<file path="src/rtl/cal_eep_spi_if.sv">
// cal_eep_spi_if: SPI pins and completion strobes between the command block (master) and the calibration EEPROM (slave)
//  SS_n/SCLK/MOSI come from the master. MISO, wr_done, rd_done and frame_err come back from the slave.
//  With CAL_EEP_WP_EN defined, the interface also carries wp (master -> slave) and wp_hit (slave -> master).
interface cal_eep_spi_if;
  logic SS_n;
  logic SCLK;
  logic MOSI;
  logic MISO;
  logic wr_done;
  logic rd_done;
  logic frame_err;
`ifdef CAL_EEP_WP_EN
  logic wp;
  logic wp_hit;
  modport master(output SS_n, SCLK, MOSI, wp, input MISO, wr_done, rd_done, frame_err, wp_hit);
  modport slave(input SS_n, SCLK, MOSI, wp, output MISO, wr_done, rd_done, frame_err, wp_hit);
`else
  modport master(output SS_n, SCLK, MOSI, input MISO, wr_done, rd_done, frame_err);
  modport slave(input SS_n, SCLK, MOSI, output MISO, wr_done, rd_done, frame_err);
`endif
endinterface

</file>
<file path="src/rtl/cal_eep_spi_slave.sv">
// cal_eep_spi_slave: SPI-attached 64x8 calibration EEPROM model that oversamples the SPI pins in the clk domain
//  Ports: clk (system clock, >= 8x SCLK), rst (async active-high reset),
//         bus (cal_eep_spi_if.slave: SS_n, SCLK, MOSI in; MISO, wr_done, rd_done, frame_err out)
//  Frame, MSB first: [15:14] op (01 write, 00 read, 1x reserved), [13:8] addr, [7:0] data.
//  Read data is returned on MISO during the low byte of the same frame.
//  Optional: define CAL_EEP_WP_EN to add write protect (bus.wp in, bus.wp_hit out).
module cal_eep_spi_slave #(
  parameter int ADDR_W = 6,
  parameter int DATA_W = 8,
  parameter int SYNC_STG = 2,
  parameter logic [DATA_W-1:0] INIT_VAL = 8'hFF
) (
  input logic clk,
  input logic rst,
  cal_eep_spi_if.slave bus
);
  localparam int FW = 2 + ADDR_W + DATA_W;
  localparam int CW = $clog2(FW + 1);
  localparam int DEPTH = 1 << ADDR_W;
  // Only the most recent header-or-data-sized window of the frame is ever read back.
  localparam int SW = (DATA_W > 2 + ADDR_W) ? DATA_W : 2 + ADDR_W;
  localparam logic [CW-1:0] HDR_CNT = CW'(2 + ADDR_W);
  localparam logic [CW-1:0] FW_CNT = CW'(FW);
  typedef enum logic [1:0] {IDLE, SHIFT, DONE} state_t;
  state_t state, state_nxt;
  logic [SYNC_STG:0] sclk_q, ss_q;
  logic [SYNC_STG-1:0] mosi_q;
  logic sclk_rise, sclk_fall, ss_rise, ss_fall, mosi_s, wp_s;
  logic [CW-1:0] bit_cnt, cnt_inc;
  logic [SW-1:0] shift_in, shift_nxt;
  logic [DATA_W-1:0] tx_shift;
  logic [DATA_W-1:0] mem [DEPTH];
  logic [ADDR_W-1:0] addr;
  logic [1:0] op;
  logic miso, wr_done, rd_done, frame_err;
  logic start, shift, tx_step, fin, err, do_wr, do_rd;
  // SS_n history resets low so that a select held low across reset never looks like a fresh fall;
  // a pin that is actually high just produces a rise, which IDLE ignores.
  always_ff @(posedge clk or posedge rst)
    if (rst) begin
      sclk_q <= '0;
      ss_q <= '0;
      mosi_q <= '0;
    end else begin
      sclk_q <= {sclk_q[SYNC_STG-1:0], bus.SCLK};
      ss_q <= {ss_q[SYNC_STG-1:0], bus.SS_n};
      mosi_q <= {mosi_q[SYNC_STG-2:0], bus.MOSI};
    end
  assign sclk_rise = sclk_q[SYNC_STG-1] & ~sclk_q[SYNC_STG];
  assign sclk_fall = ~sclk_q[SYNC_STG-1] & sclk_q[SYNC_STG];
  assign ss_rise = ss_q[SYNC_STG-1] & ~ss_q[SYNC_STG];
  assign ss_fall = ~ss_q[SYNC_STG-1] & ss_q[SYNC_STG];
  assign mosi_s = mosi_q[SYNC_STG-1];
  assign cnt_inc = bit_cnt + 1'b1;
  assign shift_nxt = {shift_in[SW-2:0], mosi_s};
`ifdef CAL_EEP_WP_EN
  logic [SYNC_STG-1:0] wp_q;
  logic wp_hit;
  always_ff @(posedge clk or posedge rst)
    if (rst) begin
      wp_q <= '0;
      wp_hit <= 1'b0;
    end else begin
      wp_q <= {wp_q[SYNC_STG-2:0], bus.wp};
      wp_hit <= fin && op == 2'b01 && wp_s;
    end
  assign wp_s = wp_q[SYNC_STG-1];
  assign bus.wp_hit = wp_hit;
`else
  assign wp_s = 1'b0;
`endif
  always_ff @(posedge clk or posedge rst)
    if (rst) state <= IDLE;
    else state <= state_nxt;
  always_comb begin
    state_nxt = state;
    case (state)
      IDLE: state_nxt = ss_fall ? SHIFT : IDLE;
      SHIFT: state_nxt = ss_rise ? IDLE : (shift && cnt_inc == FW_CNT) ? DONE : SHIFT;
      DONE: state_nxt = ss_rise ? IDLE : ss_fall ? SHIFT : DONE;
      default: state_nxt = IDLE;
    endcase
  end
  // A fall seen in DONE (no rise in between) restarts the frame and drops the pending write.
  always_comb begin
    start = ss_fall && state != SHIFT;
    shift = state == SHIFT && sclk_rise && !ss_rise;
    tx_step = state == SHIFT && sclk_fall && !ss_rise && bit_cnt >= HDR_CNT;
    fin = state == DONE && ss_rise;
    err = (state == SHIFT && ss_rise) || (state == DONE && ss_fall);
    do_wr = fin && op == 2'b01 && !wp_s;
    do_rd = fin && op == 2'b00;
  end
  always_ff @(posedge clk or posedge rst)
    if (rst) begin
      bit_cnt <= '0;
      shift_in <= '0;
      tx_shift <= '0;
      addr <= '0;
      op <= '0;
      miso <= 1'b0;
      wr_done <= 1'b0;
      rd_done <= 1'b0;
      frame_err <= 1'b0;
      for (int i = 0; i < DEPTH; i++) mem[i] <= INIT_VAL;
    end else begin
      wr_done <= do_wr;
      rd_done <= do_rd;
      frame_err <= err;
      miso <= (start || ss_rise || state == IDLE) ? 1'b0 : tx_step ? tx_shift[DATA_W-1] : miso;
      if (start) begin
        bit_cnt <= '0;
        shift_in <= '0;
        tx_shift <= '0;
      end else if (shift) begin
        bit_cnt <= cnt_inc;
        shift_in <= shift_nxt;
        // Header complete: latch it and, for a read, fetch the byte so it can leave on the next fall.
        if (cnt_inc == HDR_CNT) begin
          addr <= shift_nxt[ADDR_W-1:0];
          op <= shift_nxt[ADDR_W+1:ADDR_W];
          if (shift_nxt[ADDR_W+1:ADDR_W] == 2'b00) tx_shift <= mem[shift_nxt[ADDR_W-1:0]];
        end
      end else if (tx_step) tx_shift <= {tx_shift[DATA_W-2:0], 1'b0};
      if (do_wr) mem[addr] <= shift_in[DATA_W-1:0];
    end
  assign bus.MISO = miso;
  assign bus.wr_done = wr_done;
  assign bus.rd_done = rd_done;
  assign bus.frame_err = frame_err;
endmodule

</file>
<file path="src/flat_wrapper.sv">
// flat-port wrapper written by rule: the top's interface ports become plain ports
module cal_eep_spi_slave_flat 
#(
  parameter int ADDR_W = 6,
  parameter int DATA_W = 8,
  parameter int SYNC_STG = 2,
  parameter logic [DATA_W-1:0] INIT_VAL = 8'hFF
)
  (clk, rst, bus_SS_n, bus_SCLK, bus_MOSI, bus_MISO, bus_wr_done, bus_rd_done, bus_frame_err);
  cal_eep_spi_if bus_i ();
  input logic clk;
  input logic rst;
  input wire logic [$bits(bus_i.SS_n)-1:0] bus_SS_n;
  input wire logic [$bits(bus_i.SCLK)-1:0] bus_SCLK;
  input wire logic [$bits(bus_i.MOSI)-1:0] bus_MOSI;
  output wire logic [$bits(bus_i.MISO)-1:0] bus_MISO;
  output wire logic [$bits(bus_i.wr_done)-1:0] bus_wr_done;
  output wire logic [$bits(bus_i.rd_done)-1:0] bus_rd_done;
  output wire logic [$bits(bus_i.frame_err)-1:0] bus_frame_err;
  assign bus_i.SS_n = bus_SS_n;
  assign bus_i.SCLK = bus_SCLK;
  assign bus_i.MOSI = bus_MOSI;
  assign bus_MISO = bus_i.MISO;
  assign bus_wr_done = bus_i.wr_done;
  assign bus_rd_done = bus_i.rd_done;
  assign bus_frame_err = bus_i.frame_err;
  cal_eep_spi_slave #(.ADDR_W(ADDR_W), .DATA_W(DATA_W), .SYNC_STG(SYNC_STG), .INIT_VAL(INIT_VAL)) u_core (.clk(clk), .rst(rst), .bus(bus_i));
endmodule
</file>
<file path="config.mk">
export PLATFORM = sky130hd
export DESIGN_NAME = cal_eep_spi_slave_flat
export DESIGN_NICKNAME = d
export VERILOG_FILES = /design/src/rtl/cal_eep_spi_if.sv /design/src/rtl/cal_eep_spi_slave.sv /design/src/flat_wrapper.sv
export SDC_FILE = /design/constraint.sdc
export NUM_CORES = 1
export LEC_CHECK = 0
export BUFFER_PORTS_ARGS = -buffer_cell sky130_fd_sc_hd__buf_2
export CORE_MARGIN = 5
export CORE_UTILIZATION = 47
export DETAILED_ROUTE_END_ITERATION = 8
export GPL_TIMING_DRIVEN = 1
export MAX_ROUTING_LAYER = met4
export PLACE_DENSITY = 0.64
export SLEW_MARGIN = 20
export SYNTH_ARGS = -nofsm -noshare
export SYNTH_HDL_FRONTEND = slang
export SYNTH_SLANG_ARGS = --single-unit
</file>
<file path="constraint.sdc">
create_clock -name clk -period 23.9 [get_ports clk]
set_clock_uncertainty 0.2 [all_clocks]
set_input_delay 0 -clock clk [delete_from_list [all_inputs] [get_ports clk]]
set_output_delay 0 -clock clk [all_outputs]
set_load 0.02 [all_outputs]
</file>
* Word level (Yosys, flattened, before mapping)
Cells that the tools add are included.
W data, S select, Z words.
** Word-level totals
- Output and inout port bits :: 4
- Memory bits (writable) :: 0
- Bits in latches :: 0
- ROM bits :: 0
- Memories kept :: 0
- Input bits :: 5
- Register bits :: 555
** Cells by class
- Equal/unequal tests :: 8
- Add/subtract/negate cells :: 1
- Order comparisons :: 4
- Bitwise operators :: 11
- Muxes and demuxes :: 23
- $mul :: 0
- Div/mod/pow operators :: 0
- Reductions and logical operators :: 25
- Shifts and indexed selects :: 0
** Operators by type and width (count)
- $bwmux W512 :: 1
- $mux W8 :: 10
- $bmux W8 S6 :: 1
- $demux W8 S6 :: 1
- $ge A7 B7 Y1 const B :: 2
- $not A6 Y7 :: 2
- $logic_and A1 B1 Y1 :: 13
- $mux W5 :: 2
- $mux W2 :: 4
- $lt A7 B1 Y1 const B :: 1
- $logic_not A2 Y1 :: 3
- $ne A3 B2 Y1 const B :: 2
- $pmux W2 S3 :: 1
- $reduce_and A3 Y1 :: 2
- $add A5 B1 Y5 const B :: 1
- $eq A5 B4 Y1 const B :: 1
- $eq A5 B5 Y1 const B :: 1
- $ge A5 B4 Y1 const B :: 1
- $not A1 Y1 :: 5
- $and A1 B1 Y1 :: 4
- $eq A2 B1 Y1 const B :: 2
- $reduce_bool A2 Y1 :: 2
- $logic_or A1 B1 Y1 :: 3
- $mux W1 :: 3
- 4 further kinds :: 4

* Longest topological paths before layout
- Depth after elaboration :: 8
- Depth in mapped cells :: 11
- Mapped depth without buffers :: 8

* Worst setup path after synthesis
No wires, ideal clock.
- Kind :: register -> register
- Start point :: register u_core.ss_q[1]
- End point :: register u_core.mem[392] in the netlist's numbering
- Arrival time :: 2.168 ns
- Path slack :: 21.450 ns
- Cell stages (with the launch flop) :: 11
- Required time :: 23.618 ns
- Clock period less this slack :: 2.450 ns
- Path through :: dfrtp_1 -> ha_1 -> and4bb_1 -> and2_1 -> buf_4 -> and2b_1 -> buf_4 -> and3_1 -> buf_2 -> nand2_2 -> mux2_2
** Between the ends
- Longest elaborated chain between the ends :: 3
** Ends and longest elaborated chain
- start: declaration :: RTL line cal_eep_spi_slave.sv:26 : logic [SYNC_STG:0] sclk_q, ss_q;
- start signal: assignment :: RTL line cal_eep_spi_slave.sv:46 : ss_q <= {ss_q[SYNC_STG-1:0], bus.SS_n};
- $and A1 B1 Y1 :: RTL line cal_eep_spi_slave.sv:51 : assign ss_rise = ss_q[SYNC_STG-1] & ~ss_q[SYNC_STG];
- $logic_and A1 B1 Y1 :: RTL line cal_eep_spi_slave.sv:89 : fin = state == DONE && ss_rise;
- $logic_and A1 B1 Y1 :: RTL line cal_eep_spi_slave.sv:91 : do_wr = fin && op == 2'b01 && !wp_s;
- net u_core.do_wr :: RTL line cal_eep_spi_slave.sv:36 : logic start, shift, tx_step, fin, err, do_wr, do_rd;
- end signal: indexed assignment :: RTL line cal_eep_spi_slave.sv:125 : if (do_wr) mem[addr] <= shift_in[DATA_W-1:0];
- end: declaration :: RTL line cal_eep_spi_slave.sv:32 : logic [DATA_W-1:0] mem [DEPTH];
The timed path passes the listed nets, and every way through them passes these cells.
A chain may end at the register's enable or synchronous reset.

* Worst setup path after layout
- Start point :: register u_core.mosi_q[1]
- End point :: register u_core.tx_shift[2]
** Between the ends
- Longest elaborated chain between the ends :: 8
** Ends and longest elaborated chain
- start: declaration :: RTL line cal_eep_spi_slave.sv:27 : logic [SYNC_STG-1:0] mosi_q;
- start signal: assignment :: RTL line cal_eep_spi_slave.sv:47 : mosi_q <= {mosi_q[SYNC_STG-2:0], bus.MOSI};
- $not A6 Y7 (implied by the code) :: RTL line cal_eep_spi_slave.sv:122 : if (shift_nxt[ADDR_W+1:ADDR_W] == 2'b00) tx_shift <= mem[shift_nxt[ADDR_W-1:0]];
- $bmux W8 S6 :: RTL line cal_eep_spi_slave.sv:122
- $mux W8 (implied by the code) (2 in series) :: RTL line cal_eep_spi_slave.sv:122
- $mux W8 :: RTL line cal_eep_spi_slave.sv:122
- $mux W8 :: RTL line cal_eep_spi_slave.sv:119 : if (cnt_inc == HDR_CNT) begin
- $mux W8 :: RTL line cal_eep_spi_slave.sv:115 : end else if (shift) begin
- $mux W8 :: RTL line cal_eep_spi_slave.sv:111 : if (start) begin
- end signal: assignment :: RTL line cal_eep_spi_slave.sv:122
- end signal: assignment :: RTL line cal_eep_spi_slave.sv:124 : end else if (tx_step) tx_shift <= {tx_shift[DATA_W-2:0], 1'b0};
- end: declaration :: RTL line cal_eep_spi_slave.sv:31 : logic [DATA_W-1:0] tx_shift;
Every way passes these cells. The select of a mux whose other input is x is not followed.

==> results.txt <==
After clock tree synthesis, the setup repair step added 0 buffers. After floorplanning, the core was sized to cover 55,300 µm². The worst path uses 18.4% of the clock period. Traced cell by cell, the critical path runs through buf_4 > buf_4 > mux4_2 > mux2_2 > o22ai_1 > a2111oi_0 > a31oi_1 > o22ai_1. Setup repair after global routing left no endpoint under its margin. The total power draw came out at about 2 mW. The required arrival time at the worst endpoint is 24,230 ps. Of all nets on the critical path, the largest fanout is 55. The top-level port count is 9.

The detailed-route vias per instance is ~5.8. The first routing iteration left 828 violations. The insertion delay of the later-clocked pin in the worst-skew pair is 620 ps. Cells with a size suffix above 1 make up 79.1% of the layout. The worst-case vdd ir drop came out at 56.2 µV. The areal power density over the cells came out at 67.9 nW/µm². The H-tree generated during clock tree synthesis spans 2 levels. The pin count of the biggest net entering global routing is 135. The number of warnings reported in the yosys synthesis log is 0.

The layout net count is 1,679. The initialized floorplan defines 86 standard-cell rows. The number of hold violations in the final report came out at 0. The initial core utilization is 47.5%. The sum of negative setup slack came out at 0 ps. The congestion estimate from routability-driven global placement came to 0.842. Synthesis instantiated 59 different standard cells from the library.

The cell with the biggest individual delay on the critical path is sky130_fd_sc_hd__a2111oi_0. The tree is rooted in a sky130_fd_sc_hd__clkbuf_16. The placed cell area is 26,800 µm². The half-perimeter wire length of the detailed placement result is approximately 36,000 µm. The total clock buffers created by CTS came out at a little under 60.

Buffers placed on the I/O ports in this run total 8. The number of buffers added to fix hold violations after cts is 7. The number of global-route vias before repair is 15,300. For this run, the register share of the synthesized area comes to 55.3%. The upper clock frequency limit is 227 MHz.

The delay of the slowest critical-path stage is roughly 940 ps. The number of remaining DRC errors came out at 0. The worst hold slack after final layout came out at between 100 and 150 ps. The global-route total usage across every layer came out at roughly a fifth. The clock sink count came out at 555.

The post-synthesis sequential element count is 555. From synthesis to final layout, the design area changed by 9.60%. The actual slew at the worst max-slew pin came out at ~1100 ps. The number of synthesized flops with an enable pin is 0. The library cells used most frequently in the layout, excluding fill and tap cells, are 525 x sky130_fd_sc_hd__mux2_2, 512 x sky130_fd_sc_hd__dfstp_2, 113 x sky130_fd_sc_hd__mux4_2. The number of cells on the worst hold path is 0.

The final global-route overflow total came out at 0. The initial antenna violation count is 1. The number of pins with negative max-slew slack in the final report is 0. The routed wire length per instance came out at 24.2 µm.

Once detail routing completed, the nets flagged for antenna violations numbered 0. The kind of capture point of the worst setup path is a flop. STA puts the critical path data arrival time at 4740 ps. The post-synth net total is 1,708. The worst setup path is launched from a flop. The most common cell after layout, fill and taps aside is sky130_fd_sc_hd__mux2_2.

The share of synthesized registers carrying an async set or reset is 100%. The depth of the worst register-to-register path is 8. The clock transition at the register clock pins on the worst setup and hold paths after CTS came out at about 60 ps. The first global-routing pass estimated 94,300 µm of wire.

In the synthesized netlist, the number of instances is 1,697. In the synthesized netlist the dominant register cell turns out to be sky130_fd_sc_hd__dfstp_2. Headroom to the max-slew limit came out at 28.0%. The layout has 4,601 filler cells. The non-filler instance count after layout came out at 2,463.

The antenna diode instance count came out at 0. The post-route cell area came out at 28,800 µm². The total length of routed wires came out at 59,500 µm.

The clock tree buffer depth came out at 3. The height of the chip is 247 µm. For this run, the detailed router's first-pass iteration total came to 5. The via count came out at 14,400.

The post-synthesis instance area came out at 26,300 µm². The type of the worst min-delay path is flop to flop. Across the run, the number of max-cap violations was 0. The critical path is of the flop to flop type. The average instance in the mapped netlist occupies 15.5 µm².

After clock tree synthesis, the repair step resized 0 gates. The area of the die came out at just over 60,000 µm². The flow ran to the end, and the final reports show no timing, DRC or antenna violations. The shortest period the worst path allows came out at 4410 ps. The total of endpoints with negative setup slack in the final report came out at 0. The clock tree from TritonCTS is done.

After detailed placement, the design holds a cell count of between 2,000 and 2,500. The leakage power summed over all cells came out at around 11 nW. In this run the horizontal extent of the chip is around 250 µm.
-- cells by family (layout without fill, tap and decap cells) --
logic type	Yosys count	after routing	share of synthesized area (%)
AND/OR/NAND/NOR	187	187	4.07
adder cells (fa/ha/maj)	6	6	0.286
flip-flops	555	555	55.3
multiplexers	713	713	35.0
XOR/XNOR	4	4	0.133
buffers and inverters	134	152	2.57
AO/OA/AOI/OAI	98	98	2.64
-- Yosys cell counts, drive strengths merged, types with 3 or more instances --
master | count | area share, %
and2 | 11 | 0.26
a31oi | 5 | 0.12
nor4 | 3 | 0.071
clkbuf | 77 | 1.1
o21ai | 4 | 0.076
a22oi | 27 | 0.77
mux2i | 71 | 2.7
ha | 6 | 0.29
nor2b | 10 | 0.24
a21oi | 26 | 0.49
o2bb2ai | 4 | 0.13
o22ai | 10 | 0.24
a211oi | 6 | 0.17
nor3 | 4 | 0.076
inv | 8 | 0.11
dfrtp | 43 | 4.1
mux4 | 113 | 9.7
nand2 | 49 | 0.82
nand2b | 3 | 0.071
buf | 49 | 1.4
mux2 | 529 | 23
a2111oi | 6 | 0.22
nand3b | 7 | 0.23
nand3 | 11 | 0.23
nor2 | 71 | 1.5
dfstp | 512 | 51
nor3b | 4 | 0.11
-- state kept, by name, indices dropped and copies added, names as in the netlist --
| signal | count |
|---|---|
| u_core.tx_shift | 8 |
| u_core.op | 2 |
| u_core.bus.MISO | 1 |
| u_core.ss_q | 3 |
| u_core.mem | 512 |
| u_core.sclk_q | 3 |
| u_core.state | 2 |
| u_core.bus.rd_done | 1 |
| u_core.bus.wr_done | 1 |
| u_core.shift_in | 8 |
| u_core.mosi_q | 2 |
| u_core.bus.frame_err | 1 |
| u_core.bit_cnt | 5 |
| u_core.addr | 6 |
-- per-stage QoR --
step,utilization [%],worst slack [ps]
6_report,52.1,19490
3_3_place_gp,48.5,19470
2_1_floorplan,-,9030
3_5_place_dp,48.5,19560
5_1_grt,52.1,19230
4_1_cts,52.1,19530
-- worst max-delay path: cells and delay by family, from the launching register on --
| family | cells | cell delay (ps) |
|---|---|---|
| AO/OA/AOI/OAI | 4 | 1270 |
| buffers and inverters | 2 | 1590 |
| flip-flops | 1 | 670 |
| multiplexers | 2 | 520 |
-- path summary, 6_finish.rpt --
check                                                  to  slack (ps)                  startpoint
max                        u_core.tx_shift[2]$_DFFE_PP0P_       19490  u_core.mosi_q[1]$_DFF_PP0_
max in group asynchronous     u_core.mem[244]$_DFFE_PP1P_       21500                         rst
min reg2reg                    u_core.sclk_q[1]$_DFF_PP0_         150  u_core.sclk_q[0]$_DFF_PP0_
min                            u_core.sclk_q[1]$_DFF_PP0_         150  u_core.sclk_q[0]$_DFF_PP0_
max reg2reg                u_core.tx_shift[2]$_DFFE_PP0P_       19490  u_core.mosi_q[1]$_DFF_PP0_
min in group asynchronous     u_core.mem[313]$_DFFE_PP1P_         350                         rst
-- area by class of cell --
class	count	area, µm²	share of cell area [%]
sequential	555	14600	50.5
multi-input combinational	1008	11100	38.5
clock buffer	92	1780	6.18
tap	748	936	3.25
timing repair buffer	36	275	0.955
clock inverter	16	146	0.508
inverter	8	37.5	0.130
-- where the power goes --
group | internal (mW) | switching [mW] | leakage [nW]
Sequential | 0.948 | 0.0110 | 5.84
Clock | 0.531 | 0.375 | 0.960
Combinational | 0.0273 | 0.0647 | 4.50
Total | 1.51 | 0.451 | 11.3
-- per-layer routing --
metal | part of all wire [%] | global-route usage [%]
met1 | 46 | 28.7
met2 | 47 | 31.3
met3 | 3.7 | 3.09
met4 | 3.2 | 6.47
met5 | 0 | -
Power figures use the tool's default switching activity.
